### src/rtl/lcd_nibble_driver_if.sv
// Byte request handshake between a host and the LCD nibble driver.
interface lcd_nibble_driver_if;
  logic       in_valid;
  logic       in_ready;
  logic       in_rs;
  logic [7:0] in_data;

  modport master (output in_valid, output in_rs, output in_data, input in_ready);
  modport slave  (input in_valid, input in_rs, input in_data, output in_ready);
endinterface

### src/rtl/lcd_nibble_driver.sv
// HD44780-style 4-bit write driver: runs the power-on init sequence, then
// sends host bytes as two enable-strobed nibbles followed by a settle wait.
module lcd_nibble_driver #(
  parameter int SETUP_CYC     = 16,
  parameter int E_HI_CYC      = 64,
  parameter int GAP_CYC       = 200,
  parameter int CMD_WAIT_CYC  = 8000,
  parameter int CLR_WAIT_CYC  = 340000,
  parameter int PWRUP_CYC     = 3000000,
  parameter int INIT_WAIT_CYC = 820000
) (
  input  logic                sys0_clk,
  input  logic                sys0_rstn,
  lcd_nibble_driver_if.slave  host,
  output logic                init_done,
  output logic                busy,
  output logic [3:0]          lcd_db,
  output logic                lcd_e,
  output logic                lcd_rs,
  output logic                lcd_rw
);

  function automatic int imax(input int a, input int b);
    return (a > b) ? a : b;
  endfunction

  localparam int MAX_CYC = imax(imax(imax(SETUP_CYC, E_HI_CYC), imax(GAP_CYC, CMD_WAIT_CYC)),
                                imax(imax(CLR_WAIT_CYC, PWRUP_CYC), INIT_WAIT_CYC));
  localparam int CNT_W = $clog2(MAX_CYC + 1);

  typedef logic [CNT_W-1:0] cnt_t;
  typedef enum logic [2:0] {PWRUP, INIT, IDLE, SETUP, EHI, GAP, WAIT} state_t;

  function automatic cnt_t ld(input int n);
    return cnt_t'(n - 1);
  endfunction

  // Steps 0-3 are lone high nibbles (3,3,3,2); steps 4-7 are full command bytes.
  function automatic logic [7:0] init_byte(input logic [2:0] step);
    case (step)
      3'd0, 3'd1, 3'd2: return 8'h30;
      3'd3:             return 8'h20;
      3'd4:             return 8'h28;
      3'd5:             return 8'h0C;
      3'd6:             return 8'h01;
      default:          return 8'h06;
    endcase
  endfunction

  state_t     state_q, state_d;
  cnt_t       cnt_q, cnt_d;
  logic [2:0] step_q, step_d;
  logic       hi_q, hi_d;
  logic       single_q, single_d;
  logic [7:0] byte_q, byte_d;
  logic [3:0] nib_q, nib_d;
  logic       rs_q, rs_d;
  logic       init_done_q, init_done_d;
  logic       ready;
  logic [7:0] ib;
  cnt_t       wait_len;

  always_ff @(posedge sys0_clk or negedge sys0_rstn) begin
    if (!sys0_rstn) begin
      state_q     <= PWRUP;
      cnt_q       <= ld(PWRUP_CYC);
      step_q      <= '0;
      hi_q        <= 1'b0;
      single_q    <= 1'b0;
      nib_q       <= '0;
      rs_q        <= 1'b0;
      init_done_q <= 1'b0;
    end else begin
      state_q     <= state_d;
      cnt_q       <= cnt_d;
      step_q      <= step_d;
      hi_q        <= hi_d;
      single_q    <= single_d;
      nib_q       <= nib_d;
      rs_q        <= rs_d;
      init_done_q <= init_done_d;
    end
  end

  always_ff @(posedge sys0_clk) begin
    byte_q <= byte_d;
  end

  // Clear/home commands need the long settle; the first init nibble has its own wait.
  always_comb begin
    wait_len = ld(CMD_WAIT_CYC);
    if (single_q) begin
      if (step_q == 3'd0) wait_len = ld(INIT_WAIT_CYC);
    end else if (!rs_q && (byte_q == 8'h01 || byte_q == 8'h02 || byte_q == 8'h03)) begin
      wait_len = ld(CLR_WAIT_CYC);
    end
  end

  always_comb begin
    state_d     = state_q;
    cnt_d       = cnt_q;
    step_d      = step_q;
    hi_d        = hi_q;
    single_d    = single_q;
    byte_d      = byte_q;
    nib_d       = nib_q;
    rs_d        = rs_q;
    init_done_d = init_done_q;
    ib          = init_byte(step_q);
    case (state_q)
      PWRUP: begin
        if (cnt_q == '0) state_d = INIT;
        else             cnt_d = cnt_q - cnt_t'(1);
      end
      INIT: begin
        state_d  = SETUP;
        cnt_d    = ld(SETUP_CYC);
        rs_d     = 1'b0;
        hi_d     = 1'b1;
        single_d = ~step_q[2];
        byte_d   = ib;
        nib_d    = ib[7:4];
      end
      IDLE: begin
        if (host.in_valid && init_done_q) begin
          state_d  = SETUP;
          cnt_d    = ld(SETUP_CYC);
          rs_d     = host.in_rs;
          byte_d   = host.in_data;
          nib_d    = host.in_data[7:4];
          hi_d     = 1'b1;
          single_d = 1'b0;
        end
      end
      SETUP: begin
        if (cnt_q == '0) begin
          state_d = EHI;
          cnt_d   = ld(E_HI_CYC);
        end else cnt_d = cnt_q - cnt_t'(1);
      end
      EHI: begin
        if (cnt_q == '0) begin
          state_d = GAP;
          cnt_d   = ld(GAP_CYC);
        end else cnt_d = cnt_q - cnt_t'(1);
      end
      GAP: begin
        if (cnt_q == '0) begin
          if (hi_q && !single_q) begin
            state_d = SETUP;
            cnt_d   = ld(SETUP_CYC);
            nib_d   = byte_q[3:0];
            hi_d    = 1'b0;
          end else begin
            state_d = WAIT;
            cnt_d   = wait_len;
          end
        end else cnt_d = cnt_q - cnt_t'(1);
      end
      WAIT: begin
        if (cnt_q == '0) begin
          if (init_done_q) begin
            state_d = IDLE;
          end else if (step_q == 3'd7) begin
            state_d     = IDLE;
            init_done_d = 1'b1;
          end else begin
            state_d = INIT;
            step_d  = step_q + 3'd1;
          end
        end else cnt_d = cnt_q - cnt_t'(1);
      end
      default: state_d = PWRUP;
    endcase
  end

  assign ready         = (state_q == IDLE) && init_done_q;
  assign host.in_ready = ready;
  assign busy          = ~ready;
  assign init_done     = init_done_q;
  assign lcd_e         = (state_q == EHI);
  assign lcd_db        = nib_q;
  assign lcd_rs        = rs_q;
  assign lcd_rw        = 1'b0;

endmodule
### src/flat_wrapper.sv
// flat-port wrapper written by rule: the top's interface ports become plain ports
module lcd_nibble_driver_flat 
#(
  parameter int SETUP_CYC     = 16,
  parameter int E_HI_CYC      = 64,
  parameter int GAP_CYC       = 200,
  parameter int CMD_WAIT_CYC  = 8000,
  parameter int CLR_WAIT_CYC  = 340000,
  parameter int PWRUP_CYC     = 3000000,
  parameter int INIT_WAIT_CYC = 820000
)
  (sys0_clk, sys0_rstn, init_done, busy, lcd_db, lcd_e, lcd_rs, lcd_rw, host_in_valid, host_in_rs, host_in_data, host_in_ready);
  lcd_nibble_driver_if host_i ();
  input  logic sys0_clk;
  input  logic sys0_rstn;
  output logic init_done;
  output logic busy;
  output logic [3:0] lcd_db;
  output logic lcd_e;
  output logic lcd_rs;
  output logic lcd_rw;
  input wire logic [$bits(host_i.in_valid)-1:0] host_in_valid;
  input wire logic [$bits(host_i.in_rs)-1:0] host_in_rs;
  input wire logic [$bits(host_i.in_data)-1:0] host_in_data;
  output wire logic [$bits(host_i.in_ready)-1:0] host_in_ready;
  assign host_i.in_valid = host_in_valid;
  assign host_i.in_rs = host_in_rs;
  assign host_i.in_data = host_in_data;
  assign host_in_ready = host_i.in_ready;
  lcd_nibble_driver #(.SETUP_CYC(SETUP_CYC), .E_HI_CYC(E_HI_CYC), .GAP_CYC(GAP_CYC), .CMD_WAIT_CYC(CMD_WAIT_CYC), .CLR_WAIT_CYC(CLR_WAIT_CYC), .PWRUP_CYC(PWRUP_CYC), .INIT_WAIT_CYC(INIT_WAIT_CYC)) u_core (.sys0_clk(sys0_clk), .sys0_rstn(sys0_rstn), .host(host_i), .init_done(init_done), .busy(busy), .lcd_db(lcd_db), .lcd_e(lcd_e), .lcd_rs(lcd_rs), .lcd_rw(lcd_rw));
endmodule
### config.mk
export PLATFORM = sky130hd
export DESIGN_NAME = lcd_nibble_driver_flat
export DESIGN_NICKNAME = d
export VERILOG_FILES = /design/src/rtl/lcd_nibble_driver_if.sv /design/src/rtl/lcd_nibble_driver.sv /design/src/flat_wrapper.sv
export SDC_FILE = /design/constraint.sdc
export NUM_CORES = 1
export LEC_CHECK = 0
export CORE_AREA = 2 2 75 77
export DETAILED_ROUTE_END_ITERATION = 8
export DIE_AREA = 0 0 77 79
export PLACE_DENSITY = 0.84
export SLEW_MARGIN = 0
export SYNTH_ARGS = -nofsm -noshare
export SYNTH_HDL_FRONTEND = slang
export SYNTH_SLANG_ARGS = --single-unit
### constraint.sdc
create_clock -name sys0_clk -period 6.05 [get_ports sys0_clk]
set_input_delay 0.9075 -clock sys0_clk [delete_from_list [all_inputs] [get_ports sys0_clk]]
set_output_delay 0.9075 -clock sys0_clk [all_outputs]
set_load 0.1 [all_outputs]
==> results_dict.tcl, run 1 <==
set metrics [dict create \
    synth_nets 339 \
    syn-cell-area_sq_um 2960 \
    finalHoldViolations 0 \
    cp_num_buf_inv 4 \
    cap_violations 0 \
    synth_xor_xnor_area_share_pct 0.888 \
    seq_area_frac_synth_pct 39.2 \
    required_ns 5.14 \
    syn-instance-count 321 \
    ir_drop_mv 0.0832 \
    met2_usage_pct 39.0 \
    slowest_stage "clkdlybuf4s50_1" \
    cts_setup_buffers 0 \
    n_fill_cell 479 \
    core_sq_um 5340 \
    p_leak_nw 1.24 \
    grt_overflow_total 0 \
    synth_fa_ha_area_share_pct 2.54 \
    port_buffers 20 \
    grt.busiest_layer "met2" \
    synth_compound_area_share_pct 24.4 \
    hp-class "reg -> reg" \
    cts_buffer_depth 2 \
    worst_slack_ns 2.34 \
    finalWirelength_mm 7.32 \
    finalClockSkew_ns 0.00955 \
    numClockSinks 44 \
    rsz0062_at_grt "false" \
    status "finished, final reports clean" \
    num-nets-final 349 \
    clk_pin_slew_ns 0.09 \
    ctsResizeCount 0 \
    synth-seq-cells 44 \
    final_util_pct 61.1 \
    drt_iter0_markers 495 \
    power_w 0.000525 \
    power_density_nw_per_um2 161 \
    finalNonFillerCells 404 \
    finalCritPeriodShare_pct 61.3 \
    grtUsageTotal_pct 25.0 \
    netlist-cell-type-count 70 \
    crit_type "reg -> out" \
    dr.pass1.iters 6 \
    place_congestion 0.910 \
    io-pin-count 22 \
    antenna_found_initial 0 \
    path_common_cell "inv_1" \
    cts_root_buffer "clkbuf_8" \
    yosysWarnings 0 \
    htreeDepth 2 \
    clk_latency_ns 0.30 \
    endpoint_kind "output pin" \
    path_cells "inv_1 > nor3_1 > buf_4 > nand2_1 > inv_1 > clkdlybuf4s50_1" \
    cp_max_fo 15 \
    synthSimpleGateAreaFrac_pct 24.1 \
    grt_pass1_wl_mm 12.1 \
    synth_mux_area_share_pct 2.88 \
    cts_tree "yes" \
    setup_violations 0 \
    maxSlewHeadroom_pct 30.2 \
    drive_above_1_share_pct 14.2 \
    synth_ff_type "dfrtp_1" \
    grt_pass1_vias 2416 \
    viasPerCell 6.60 \
    max_freq_mhz 270 \
    start_kind "register" \
    antenna_cells 0 \
    cts-hold-fix-buffers 0 \
    routedWlPerCell_um 18.1 \
    die-height_um 79 \
    cp_top_family "buffers and inverters" \
    drc 0 \
    cts_inserted_buffers 5 \
    start_util_pct 55.4 \
    synth_area_per_cell_sq_um 9.21 \
    synth_top_family_by_area "compound AO/OA/AOI/OAI gates" \
    min_period_ns 3.71 \
    hpwlAfterDp_mm 5.10 \
    final_max_slew_viol_count 0 \
    placed_cells 396 \
    worstMarginPinSlew_ns 1.05 \
    postRouteAntennaNets 0 \
    setup_tns_ns 0 \
    die_x_um 77 \
    async_flop_share_pct 81.8 \
    grt_use_met1_pct 34.6 \
    rows 27 \
    vias 2668 \
    post-place-ws_ns 2.75 \
    cp.arrival_ns 2.80 \
    grt_use_met3_pct 5.11 \
    slowest_delay_ns 1.12 \
    synth_edf_count 8 \
    grt_max_degree 37 \
    reg2reg_slack_ns 3.15 \
    dieArea_sq_um 6080 \
    area_growth_pct 10.3 \
]
==> worst register-to-register path, cell delays in order (launching register included) <==
cell and delay [ns]:
dfstp_2 0.59, inv_1 0.06, ha_1 0.23, nor2b_1 0.17, and4b_1 0.37, a21oi_1 0.88, nor2_1 0.19, o41ai_1 0.30
==> sequential cells by signal, indices dropped and copies added (netlist names), 3 cells and up <==
name / count
u_core.byte_q: 8
u_core.cnt_q: 22
u_core.lcd_db: 4
u_core.state_q: 3
u_core.step_q: 3
==> synth_stat cells (all sizes together) (3+ instances only) <==
| master | instances | area [sq um] |
|---|---|---|
| o21ai | 28 | 140 |
| inv | 18 | 67.6 |
| a21oi | 13 | 65.1 |
| nor2b | 4 | 25.0 |
| and2 | 4 | 25.0 |
| nand3 | 12 | 60.1 |
| nand4b | 4 | 41.3 |
| nand2 | 29 | 111 |
| nor3 | 14 | 95.1 |
| o31ai | 7 | 57.6 |
| nor4 | 7 | 88.8 |
| a211oi | 7 | 52.6 |
| nand2b | 3 | 18.8 |
| o211ai | 5 | 37.5 |
| mux2 | 6 | 75.1 |
| a21o | 3 | 22.5 |
| a41o | 3 | 30.0 |
| buf | 15 | 87.6 |
| clkbuf | 5 | 18.8 |
| a211o | 5 | 43.8 |
| a221oi | 4 | 35.0 |
| ha | 6 | 75.1 |
| a22oi | 4 | 30.0 |
| dfrtp | 21 | 526 |
| a31oi | 4 | 25.0 |
| dfstp | 15 | 394 |
| or3 | 10 | 62.6 |
| nor2 | 17 | 63.8 |
| edfxtp | 8 | 240 |
==> metal layers <==
| metal | part of all wire [%] | wire length [um] |
|---|---|---|
| met4 | 2.5 | 182 |
| met3 | 8.4 | 616 |
| met2 | 45 | 3290 |
| met5 | 0 | 0 |
| met1 | 44 | 3230 |
==> report_power, final <==
part,total [W],switching [W],internal [W]
combinational,0.0000145,0.00000859,0.00000592
sequential,0.000301,0,0.000301
clock,0.000210,0.000104,0.000106
total,0.000525,0.000112,0.000413
==> through the flow <==
| stage | cell area, sq um | hold WS [ns] |
|---|---|---|
| detailed placement | 3160 | 0.497 |
| CTS | 3260 | 0.514 |
| finish | 3260 | 0.510 |
| global route | 3260 | 0.533 |
| global placement | 3160 | 0.490 |
| floorplan | 2960 | 0.474 |
==> cell usage in the layout (no fill, tap or decap), types with 5 or more instances in the layout <==
cell | synthesis | final
nand2_1 | 28 | 28
o21ai_0 | 24 | 24
dfrtp_1 | 21 | 21
clkdlybuf4s50_1 | 0 | 19
inv_1 | 18 | 18
nor2_1 | 17 | 17
dfstp_2 | 15 | 15
a21oi_1 | 13 | 13
nand3_1 | 12 | 12
or3_1 | 10 | 10
nor3_1 | 9 | 9
edfxtp_1 | 8 | 8
a211oi_1 | 7 | 7
o31ai_1 | 6 | 6
ha_1 | 6 | 6
nor3_2 | 5 | 5
a211o_1 | 5 | 5
o211ai_1 | 5 | 5
clkbuf_8 | 0 | 5
==> worst paths after layout <==
check                              endpoint               from  depth (start not counted)
max                           host_in_ready  u_core.state_q[1]                          6
min                         u_core.cnt_q[2]    u_core.cnt_q[2]                          2
max reg2reg                u_core.cnt_q[16]    u_core.cnt_q[0]                          7
min reg2reg                 u_core.cnt_q[2]    u_core.cnt_q[2]                          2
max in group asynchronous  u_core.lcd_db[1]          sys0_rstn                          1
min in group asynchronous  u_core.cnt_q[17]          sys0_rstn                          1
==> cells by family (layout without fill, tap and decap cells) <==
group | Yosys count | count (layout)
fa+ha+maj | 6 | 6
simple gates | 119 | 119
other cells | 1 | 1
buf+inv | 38 | 49
mux | 7 | 7
flops | 44 | 44
compound gates | 103 | 103
xor+xnor | 3 | 3
==> area by class of cell <==
class                      instances  area (sq um)  area share [%]
inverter                          18          67.6            2.07
timing repair buffer              23           218            6.67
clock inverter                     1          5.00           0.153
sequential                        44          1160            35.6
tap                               72          90.1            2.76
multi-input combinational        239          1620            49.8
clock buffer                       7          97.6            2.99
Power figures use the tool's default switching activity.
==> inputs of run 2 (changes only) <==
--- a/config.mk
+++ b/config.mk
@@ -5,10 +5,10 @@
 export SDC_FILE = /design/constraint.sdc
 export NUM_CORES = 1
 export LEC_CHECK = 0
-export CORE_AREA = 2 2 75 77
+export CORE_AREA = 2 2 78 80
 export DETAILED_ROUTE_END_ITERATION = 8
-export DIE_AREA = 0 0 77 79
-export PLACE_DENSITY = 0.84
+export DIE_AREA = 0 0 80 82
+export PLACE_DENSITY = 0.82
 export SLEW_MARGIN = 0
 export SYNTH_ARGS = -nofsm -noshare
 export SYNTH_HDL_FRONTEND = slang
==> constraint.sdc (replaced) <==
create_clock -name sys0_clk -period 3.2 [get_ports sys0_clk]
set_input_delay 0.48 -clock sys0_clk [delete_from_list [all_inputs] [get_ports sys0_clk]]
set_output_delay 0.48 -clock sys0_clk [all_outputs]
set_load 0.1 [all_outputs]
==> results_dict.tcl, run 2 (synthesized netlist as in run 1, its figures left out) <==
set metrics [dict create \
    finalWirelength_mm 7.65 \
    p_leak_nw 1.25 \
    grtUsageTotal_pct 24.1 \
    ctsResizeCount 0 \
    cts-hold-fix-buffers 0 \
    multiInputGateArea_sq_um 1620 \
    viasPerCell 6.63 \
    largest_register_ffs 22 \
    cts_inserted_buffers 5 \
    combPwrFrac_pct 2.9 \
    vias 2733 \
    drive_above_1_share_pct 16.9 \
    setup_tns_ns 0 \
    p_clk_share_pct 37.0 \
    grt.busiest_layer "met2" \
    crit_type "reg -> reg" \
    clk_latency_ns 0.31 \
    power_density_nw_per_um2 287 \
    postRouteAntennaNets 0 \
    setup_violations 0 \
    final_common_cell "nand2_1" \
    maxSlewHeadroom_pct 35.4 \
    hp-class "in -> async" \
    switching_share_pct 22.7 \
    final_cell_mix "28 x nand2_1, 24 x o21ai_0, 21 x dfrtp_1" \
    antenna_found_initial 0 \
    rsz0062_at_grt "false" \
    grt_max_degree 37 \
    port_buffers 20 \
    cts_setup_buffers 0 \
    max_freq_mhz 381 \
    n_fill_cell 491 \
    cts_root_buffer "clkbuf_8" \
    intPower_w 0.000732 \
    hpwlAfterDp_mm 5.32 \
    cp.arrival_ns 2.84 \
    routedWlPerCell_um 18.6 \
    finalHoldViolations 0 \
    numClockSinks 44 \
    required_ns 3.42 \
    ir_drop_mv 0.172 \
    place_congestion 1.06 \
    dieArea_sq_um 6560 \
    grt_use_met1_pct 33.7 \
    cap_violations 0 \
    num-nets-final 354 \
    finalCritPeriodShare_pct 82.1 \
    drt_iter0_markers 380 \
    start_util_pct 51.5 \
    p_seq_share_pct 60.1 \
    switching_power_w 0.000215 \
    grt_pass1_wl_mm 12.4 \
    met2_usage_pct 37.8 \
    grt_use_met3_pct 4.07 \
    antenna_cells 0 \
    endpoint_kind "register" \
    cts_buffer_depth 2 \
    start_kind "register" \
    core_sq_um 5750 \
    min_period_ns 2.63 \
    status "finished, final reports clean" \
    cp_max_fo 15 \
    grt_overflow_total 0 \
    drc 0 \
    regMostFlops "u_core.cnt_q" \
    die_x_um 80 \
    io-pin-count 22 \
    hold_slack_ns 0.275 \
    finalClockSkew_ns 0.0120 \
    worstMarginPinSlew_ns 0.966 \
    area_growth_pct 11.6 \
    final_max_slew_viol_count 0 \
    cts_tree "yes" \
    dr.pass1.iters 7 \
    grt_pass1_vias 2506 \
    rows 28 \
    clk_pin_slew_ns 0.09 \
    die-height_um 82 \
    htreeDepth 2 \
    register_area_sq_um 1160 \
]
-- run 2: cell count changes in the layout (fill, tap and decap cells not counted), sizes merged --
cell / previous run / this run
buf: 4 / 14
clkdlybuf4s50: 19 / 14
clkinvlp: 0 / 2
clkbuf: 7 / 6
inv: 18 / 17
-- run 2: per-stage QoR --
| stage | instances | instance area (sq um) | utilization (%) | total power (W) | setup slack (ns) |
|---|---|---|---|---|---|
| after global placement | 404 | 3220 | 56.0 | 0.000607 | 0.723 |
| after CTS | 412 | 3300 | 57.4 | 0.000953 | 0.670 |
| after floorplan | 321 | 2960 | - | 0.000586 | 0.122 |
| final | 412 | 3300 | 57.4 | 0.000947 | 0.572 |
| after global routing | 412 | 3300 | 57.4 | 0.000972 | 0.464 |
| after detailed placement | 404 | 3220 | 56.0 | 0.000607 | 0.700 |
-- run 2: cell type report --
class / count / area share (%)
tap: 75 / 2.84
clock inverter: 2 / 0.341
inverter: 18 / 2.16
timing repair buffer: 28 / 8.11
clock buffer: 6 / 2.20
multi-input combinational: 239 / 49.2
sequential: 44 / 35.1
-- run 2: critical path: stages, from the launching register on --
cell and delay (ns):
dfstp_2 0.59, inv_1 0.05, ha_1 0.23, nor2b_1 0.17
and4b_1 0.39, a21oi_1 0.58, buf_4 0.25, a211oi_1 0.08
o21ai_0 0.19
-- run 2: worst paths after layout --
path | startpoint | to | slack (ns) | depth (start not counted)
worst max-delay path | u_core.cnt_q[0] | u_core.cnt_q[20] | 0.57 | 8
worst min-delay path | sys0_rstn | u_core.cnt_q[8] | 0.27 | 1
worst max register to register | u_core.cnt_q[0] | u_core.cnt_q[20] | 0.57 | 8
worst min register to register | u_core.lcd_db[0] | u_core.lcd_db[0] | 0.51 | 1
max in group asynchronous | sys0_rstn | u_core.lcd_db[2] | 2.41 | 1
min in group sys0_clk | u_core.lcd_db[0] | u_core.lcd_db[0] | 0.51 | 1
-- run 2: power by group through the flow --
stage / clock network [W] / registers (W) / logic [W]
floorplan: 0 / 0.000580 / 0.00000636
global placement: 0 / 0.000579 / 0.0000274
detailed placement: 0 / 0.000579 / 0.0000278
CTS: 0.000356 / 0.000569 / 0.0000278
global route: 0.000374 / 0.000569 / 0.0000296
finish: 0.000351 / 0.000569 / 0.0000272
-- run 2: per-layer routing --
layer | share of wire, % | up-vias
li1 | - | 1240
met1 | 43 | 1291
met2 | 46 | 173
met3 | 7.8 | 29
met4 | 3.2 | 0
met5 | 0 | -
==> inputs of run 3 (changes only) <==
--- a/config.mk
+++ b/config.mk
@@ -5,10 +5,10 @@
 export SDC_FILE = /design/constraint.sdc
 export NUM_CORES = 1
 export LEC_CHECK = 0
-export CORE_AREA = 2 2 78 80
+export CORE_AREA = 2 2 75 77
 export DETAILED_ROUTE_END_ITERATION = 8
-export DIE_AREA = 0 0 80 82
-export PLACE_DENSITY = 0.82
+export DIE_AREA = 0 0 77 79
+export PLACE_DENSITY = 0.84
 export SLEW_MARGIN = 0
 export SYNTH_ARGS = -nofsm -noshare
 export SYNTH_HDL_FRONTEND = slang
==> constraint.sdc (replaced) <==
create_clock -name sys0_clk -period 2.5 [get_ports sys0_clk]
set_input_delay 0.375 -clock sys0_clk [delete_from_list [all_inputs] [get_ports sys0_clk]]
set_output_delay 0.375 -clock sys0_clk [all_outputs]
set_load 0.1 [all_outputs]
==> results_dict.tcl, run 3 (synthesized netlist as in run 1, its figures left out) <==
set metrics [dict create \
    ctsResizeCount 0 \
    placed_cells 412 \
    dr.pass1.iters 5 \
    antenna_found_initial 0 \
    cp.depth 7 \
    start_util_pct 55.4 \
    max_freq_mhz 432 \
    clk_pin_slew_ns 0.10 \
    viasPerCell 6.50 \
    grt_pass1_wl_mm 12.3 \
    path_cells "inv_1 > ha_1 > nor2b_1 > and4b_1 > nand2_1 > o21ai_0 > a221oi_1" \
    grt_overflow_total 0 \
    cap_violations 0 \
    status "finished, final reports clean" \
    grtUsageTotal_pct 25.6 \
    finalHoldViolations 0 \
    dieArea_sq_um 6080 \
    final_common_cell "nand2_1" \
    min_period_ns 2.32 \
    cp_num_buf_inv 1 \
    required_ns 2.69 \
    finalCritPeriodShare_pct 92.6 \
    slowest_stage "dfstp_2" \
    post-place-ws_ns 0.252 \
    antenna_cells 0 \
    cts_tree "yes" \
    cp_max_fo 10 \
    numClockSinks 44 \
    clk_latency_ns 0.31 \
    finalNonFillerCells 420 \
    final_cell_mix "27 x nand2_1, 25 x buf_4, 24 x o21ai_0" \
    port_buffers 20 \
    power_w 0.00124 \
    cts_buffer_depth 2 \
    cts-hold-fix-buffers 0 \
    final_max_slew_viol_count 0 \
    die-height_um 79 \
    worstMarginPinSlew_ns 0.816 \
    place_congestion 0.946 \
    hp-class "in -> async" \
    area_growth_pct 14.9 \
    routedWlPerCell_um 17.9 \
    hpwlAfterDp_mm 5.44 \
    rsz0062_at_grt "false" \
    cp.arrival_ns 2.51 \
    worst_slack_ns 0.184 \
    postRouteAntennaNets 0 \
    final_util_pct 63.7 \
    ir_drop_mv 0.244 \
    hold_slack_ns 0.154 \
    maxSlewHeadroom_pct 45.6 \
    reg2reg_depth 7 \
    power_density_nw_per_um2 365 \
    setup_violations 0 \
    drt_iter0_markers 465 \
    cts_setup_buffers 0 \
    finalWirelength_mm 7.50 \
    slowest_delay_ns 0.59 \
    grt_pass1_vias 2500 \
    grt_max_degree 37 \
    cts_root_buffer "clkbuf_8" \
    cts_inserted_buffers 5 \
    largest_register_ffs 22 \
    cp_top_family "simple AND/OR/NAND/NOR gates" \
    regMostFlops "u_core.cnt_q" \
    io-pin-count 22 \
    crit_type "reg -> reg" \
    p_leak_nw 1.33 \
    htreeDepth 2 \
    drc 0 \
    num-nets-final 365 \
    endpoint_kind "register" \
    vias 2730 \
    drive_above_1_share_pct 21.8 \
    start_kind "register" \
    core_sq_um 5340 \
    finalClockSkew_ns 0.0176 \
    die_x_um 77 \
    rows 27 \
]
[run 3: power by group]
group	switching [W]	leakage, nW	internal [W]
Sequential	0	0.473	0.000728
Combinational	0.0000203	0.808	0.0000143
Clock	0.000253	0.0445	0.000225
Total	0.000273	1.33	0.000967
[run 3: metal layers]
| layer | up-vias | routed length [um] | global-route usage, % |
|---|---|---|---|
| li1 | 1265 | - | - |
| met1 | 1291 | 3180 | 35.0 |
| met2 | 155 | 3490 | 40.3 |
| met3 | 19 | 662 | 5.57 |
| met4 | 0 | 163 | 9.11 |
| met5 | - | 0 | 0 |
[run 3: stage by stage]
| step | instance area (sq um) | TNS, ns |
|---|---|---|
| 2_1_floorplan | 2970 | -0.0705 |
| 3_3_place_gp | 3300 | 0 |
| 3_5_place_dp | 3300 | 0 |
| 4_1_cts | 3400 | 0 |
| 5_1_grt | 3400 | 0 |
| 6_report | 3400 | 0 |
[run 3: final cells by class]
class | count | area [sq um]
clock buffers | 7 | 86.3
inverters | 18 | 71.3
fillers | 438 | 1940
well taps | 72 | 90.1
clock inverters | 1 | 7.51
multi-input cells | 239 | 1630
repair buffers | 39 | 353
flip-flops and latches | 44 | 1160
[run 3: path summary, 6_finish.rpt]
| check | from | end | slack, ns |
|---|---|---|---|
| max | u_core.cnt_q[0] | u_core.state_q[0] | 0.18 |
| min | sys0_rstn | u_core.cnt_q[6] | 0.15 |
| max reg2reg | u_core.cnt_q[0] | u_core.state_q[0] | 0.18 |
| min reg2reg | u_core.lcd_db[0] | u_core.lcd_db[0] | 0.51 |
| max in group asynchronous | sys0_rstn | u_core.init_done | 1.78 |
| min in group sys0_clk | u_core.lcd_db[0] | u_core.lcd_db[0] | 0.51 |
[run 3: worst register-to-register path: cells and delay by family (launching register included)]
kind,cells,cell delay (ns)
simple gates,3,0.80
flops,1,0.59
compound gates,2,0.52
fa+ha+maj,1,0.23
buf+inv,1,0.06
